**src/rtl/elevator_ctrl.sv**
```systemverilog
`default_nettype none
// elevator_ctrl: 4-floor car-motion controller (hall fetch handshake, car calls, travel, doors)
// Revision 1.0 - initial release
module elevator_ctrl #(
    parameter int TRAVEL_CYCLES = 8,
    parameter int DOOR_CYCLES   = 4,
    parameter int CNT_W         = 8
) (
    input  logic       clk,
    input  logic       rst_n,
    input  logic [2:0] req,
    input  logic       q_empty,
    input  logic [3:0] car_call,
    output logic       done,
    output logic [1:0] floor,
    output logic [1:0] target,
    output logic       moving,
    output logic       dir_up,
    output logic       door_open,
    output logic [3:0] car_pend
);

    typedef enum logic [2:0] {
        S_IDLE  = 3'd0,
        S_FETCH = 3'd1,
        S_LATCH = 3'd2,
        S_MOVE  = 3'd3,
        S_DOOR  = 3'd4
    } state_t;

    localparam logic [CNT_W-1:0] TRAVEL_LAST = CNT_W'(TRAVEL_CYCLES - 1);
    localparam logic [CNT_W-1:0] DOOR_LAST   = CNT_W'(DOOR_CYCLES - 1);

    state_t           state_q;
    logic [CNT_W-1:0] timer_q;
    logic [1:0]       floor_q;
    logic [1:0]       target_q;
    logic             done_q;
    logic             moving_q;
    logic             dir_up_q;
    logic             door_open_q;
    logic [3:0]       car_pend_q;

    logic [1:0]       w_pend_low;
    logic [1:0]       w_req_tgt;
    logic             w_req_ok;
    logic [1:0]       w_next_floor;
    logic [3:0]       w_floor_oh;
    logic [3:0]       w_pend_set;
    logic             w_disp_go;
    logic [1:0]       w_disp_tgt;

    always_comb begin
        w_pend_low = 2'd0;
        for (int i = 3; i >= 0; i--) begin
            if (car_pend_q[i]) begin
                w_pend_low = 2'(i);
            end
        end
    end

    always_comb begin
        w_req_ok  = 1'b1;
        w_req_tgt = 2'd0;
        case (req)
            3'b001:         w_req_tgt = 2'd0;
            3'b010, 3'b110: w_req_tgt = 2'd1;
            3'b011, 3'b111: w_req_tgt = 2'd2;
            3'b100:         w_req_tgt = 2'd3;
            default:        w_req_ok  = 1'b0;
        endcase
    end

    assign w_next_floor = dir_up_q ? (floor_q + 2'd1) : (floor_q - 2'd1);
    assign w_floor_oh   = 4'b0001 << floor_q;
    // A call for the floor whose door is already open only extends the door.
    assign w_pend_set   = car_call & ~((state_q == S_DOOR) ? w_floor_oh : 4'b0000);

    // Pending car calls (from IDLE) and valid hall codes (from LATCH) share one dispatch path.
    assign w_disp_go  = ((state_q == S_IDLE)  && (car_pend_q != 4'b0000)) ||
                        ((state_q == S_LATCH) && w_req_ok);
    assign w_disp_tgt = (state_q == S_LATCH) ? w_req_tgt : w_pend_low;

    always_ff @(posedge clk or negedge rst_n) begin
        if (!rst_n) begin
            state_q     <= S_IDLE;
            timer_q     <= '0;
            floor_q     <= 2'd0;
            target_q    <= 2'd0;
            done_q      <= 1'b0;
            moving_q    <= 1'b0;
            dir_up_q    <= 1'b1;
            door_open_q <= 1'b0;
            car_pend_q  <= 4'b0000;
        end else begin
            done_q     <= 1'b0;
            car_pend_q <= car_pend_q | w_pend_set;
            if (w_disp_go) begin
                target_q <= w_disp_tgt;
                timer_q  <= '0;
                if (w_disp_tgt == floor_q) begin
                    state_q              <= S_DOOR;
                    door_open_q          <= 1'b1;
                    car_pend_q[floor_q]  <= 1'b0;
                end else begin
                    state_q  <= S_MOVE;
                    moving_q <= 1'b1;
                    dir_up_q <= (w_disp_tgt > floor_q);
                end
            end else begin
                case (state_q)
                    S_IDLE: begin
                        if (!q_empty) begin
                            state_q <= S_FETCH;
                            done_q  <= 1'b1;
                        end
                    end
                    S_FETCH: state_q <= S_LATCH;
                    S_LATCH: state_q <= S_IDLE;
                    S_MOVE: begin
                        if (timer_q == TRAVEL_LAST) begin
                            timer_q <= '0;
                            floor_q <= w_next_floor;
                            if ((w_next_floor == target_q) || car_pend_q[w_next_floor]) begin
                                state_q                  <= S_DOOR;
                                moving_q                 <= 1'b0;
                                door_open_q              <= 1'b1;
                                car_pend_q[w_next_floor] <= 1'b0;
                            end
                        end else begin
                            timer_q <= timer_q + CNT_W'(1);
                        end
                    end
                    S_DOOR: begin
                        if (car_call[floor_q]) begin
                            timer_q <= '0;
                        end else if (timer_q == DOOR_LAST) begin
                            timer_q     <= '0;
                            door_open_q <= 1'b0;
                            if (floor_q != target_q) begin
                                state_q  <= S_MOVE;
                                moving_q <= 1'b1;
                                dir_up_q <= (target_q > floor_q);
                            end else begin
                                state_q <= S_IDLE;
                            end
                        end else begin
                            timer_q <= timer_q + CNT_W'(1);
                        end
                    end
                    default: state_q <= S_IDLE;
                endcase
            end
        end
    end

    assign done      = done_q;
    assign floor     = floor_q;
    assign target    = target_q;
    assign moving    = moving_q;
    assign dir_up    = dir_up_q;
    assign door_open = door_open_q;
    assign car_pend  = car_pend_q;

endmodule
`default_nettype wire

```
**config.mk**
```make
export PLATFORM = sky130hd
export DESIGN_NAME = elevator_ctrl
export DESIGN_NICKNAME = d
export VERILOG_FILES = /design/src/rtl/elevator_ctrl.sv
export SDC_FILE = /design/constraint.sdc
export NUM_CORES = 1
export LEC_CHECK = 0
export CORE_MARGIN = 10
export CORE_UTILIZATION = 35
export CTS_CLUSTER_SIZE = 14
export DETAILED_ROUTE_END_ITERATION = 6
export GPL_TIMING_DRIVEN = 0
export SLEW_MARGIN = 25
export SYNTH_ARGS = -nofsm -noshare
export SYNTH_HDL_FRONTEND = slang
export SYNTH_SLANG_ARGS = --single-unit
```
**constraint.sdc**
```tcl
create_clock -name clk -period 2.09 [get_ports clk]
set_input_delay 0.627 -clock clk [delete_from_list [all_inputs] [get_ports clk]]
set_output_delay 0.627 -clock clk [all_outputs]
set_load 0.02 [all_outputs]
```
==> out/qor.yml <==
route:
  drt_pass1_iterations: 4
  drtIter0Drc: 133
  wl_met1_mm: 1.93
  route.final.wire_length_mm: 4.29
  routedWlPerCell_um: 17.0
  postRouteAntennaNets: 0
  drc: 0
  num_vias: 1465
  route.met3.wl_um: 202
  top_layer: "met4"
  dr_wl_met2_mm: 2.13
  routed_via_density: 5.81
timing:
  relSlewSlack: 0.470
  fin_crit_ns: 2.28
  report.final.setup_viol: 10
  finalHoldViolCount: 0
  max_freq_mhz: 439
  worst_pin_slew_ns: 0.787
  setup_slack_ns: -0.188
  min_period_over_period: 1.09
  timing.hold.ws_ns: 0.327
  rsz0062_at_grt: "yes"
  drv_slew: 0
  fin_tns_setup_ns: -1.24
  finClkSkew_ns: 0.00132
run_status:
  status: "complete, but fails checks"
  violations: "setup timing"
synth:
  yosys.area.top_type: "dfrtp_1"
  synth_top_family_by_area: "compound AO/OA/AOI/OAI gates"
  async_flop_share: 1.00
  yosys-top-cells-area: "dfrtp_1 (34%), ha_1 (7.0%), o21ai_0 (5.6%)"
  ys_top_cells_by_count: "dfrtp_1 (22), nor2_1 (19), o21ai_0 (18)"
  syn_inst: 169
  synth_seq_area_share: 0.358
  synth_warnings: 0
  avgSynthCellArea_um2: 9.54
  synthesis.area_um2: 1610
  synth-seq-cells: 23
  synth_ff_type: "dfrtp_1"
  synth_fp_nets: 188
  synth_most_common_cell: "dfrtp_1"
  synthAdderAreaFrac: 0.0699
  synthMuxAreaShare: 0.0342
  synth_edf_count: 0
  synth.top_cell.area_share: 0.342
  synth_xor_area_frac: 0.0489
  synthDistinctLibCells: 53
  synth-simple-area-share: 0.204
  synth-compound-area-share: 0.262
cells_and_area:
  fin_cells: 252
  postLayoutCoreUtil: 0.472
  area_delta_synth_final_pct: 29.3
  drive_gt1_frac: 0.250
  insertedDiodeCount: 0
  finalNetCount: 220
  multi_input_area_um2: 1090
  regArea_um2: 584
  fillers: 408
  fin_area_um2: 2080
power:
  p_total_mw: 2.35
  vdd_ir_drop_max_mv: 0.726
  power-per-cell-area_nw_per_um2: 1130
  p_leak_nw: 0.836
cts:
  root_buffer: "clkbuf_8"
  cts_buffers: 3
  holdBufCountCts: 0
  insertion_delay_ns: 0.27
  clkSinkCount: 23
  cts_tree: "yes"
  path_clk_slew_ns: 0.09
  h-tree-depth: 1
  cts_max_path_buffers: 2
global_route:
  antenna_found_initial: 0
  grt_pass1_vias: 1544
  grt.total_usage: 0.113
  grt-ovfl-total: 0
  grt_max_degree: 24
  grt_pass1_wl_mm: 7.21
die:
  die_y_um: 87.9
  die-area_um2: 7720
  initial_core_util: 0.365
  io_pins: 22
  rows: 24
  core_area_um2: 4410
  die_width_um: 87.9
worst_setup_path:
  startpoint_type: "flop"
  end_kind: "flop"
  critical_path_class: "reg2reg"
  crit_fanout: 6
  critPathArrivalTime_ns: 2.48
  cp.required_ns: 2.29
placed_design:
  postPlaceCellArea_um2: 1890
  place_ws_ns: -0.691
  place_inst: 242
  place.gp.congestion: 0.881
  port_buffers: 21
  dp_hpwl_mm: 3.19
run:
  drv_cap: 0
min_path:
  hp-class: "in2async"
==> critical path, stage by stage (launching register included) <==
cell and delay [ns]:
dfrtp_2 0.41, or3b_4 0.43, o32a_1 0.33, ha_1 0.29, nand2_2 0.09, nor2_1 0.05, a21oi_1 0.12, nand4_1 0.17
mux2_4 0.34
==> cells in the final DEF, fill, tap and decap left out, types with 6 or more instances in the layout <==
master           count
o21ai_1              6
nand2_1              7
a21oi_1              6
dfrtp_1             16
dfrtp_2              6
clkdlybuf4s50_1     14
ha_1                 9
o21ai_0             10
nor2_1              19
inv_1                7
==> metal layers <==
metal  up-vias  track usage
met4         0       0.0449
met3         4       0.0306
li1        699            -
met2        35        0.185
met1       727        0.138
met5         -            0
==> timing repair <==
| item | 4_1_cts | 5_1_grt |
|---|---|---|
| buffers inserted | 4 | 2 |
| resized for setup | 15 | 23 |
| endpoints found under the setup margin | 11 | 24 |
| pin swaps | 6 | 8 |
==> power breakdown <==
part           internal [mW]  switching [mW]
Combinational          0.609           0.781
Sequential             0.559           0.114
Clock                  0.133           0.156
Total                   1.30            1.05
==> kinds of logic after synthesis <==
family	count (synthesis)
muxes	4
and+or+nand+nor	55
AOI/OAI and AO/OA	59
DFF	23
xor gates and xnor gates	9
adders and majority gates	9
buffers and inverters	10
==> flip-flops by register name, indices dropped and copies added, names as in the netlist <==
| name | cells |
|---|---|
| state_q | 3 |
| floor | 2 |
| timer_q | 8 |
| target | 2 |
| moving | 1 |
| car_pend | 4 |
| door_open | 1 |
| done | 1 |
| dir_up | 1 |
==> final cells by class <==
type                       count  area share
buffer                         2     0.00420
clock buffer                   3      0.0198
clock inverter                 1     0.00240
inverter                       8      0.0156
multi-input combinational    136       0.524
sequential                    23       0.280
tap                           52      0.0312
timing repair buffer          27       0.122
==> worst paths after layout <==
check | from | endpoint | slack (ns) | cells after the start
min in group clk | moving | moving | 0.53 | 2
worst min register to register | moving | moving | 0.53 | 2
max in group asynchronous | rst_n | car_pend[2] | 1.38 | 1
worst max-delay path | state_q[0] | dir_up | -0.19 | 8
worst max register to register | state_q[0] | dir_up | -0.19 | 8
worst min-delay path | rst_n | done | 0.33 | 1
Note: power is estimated with default switching activity, not from simulation.
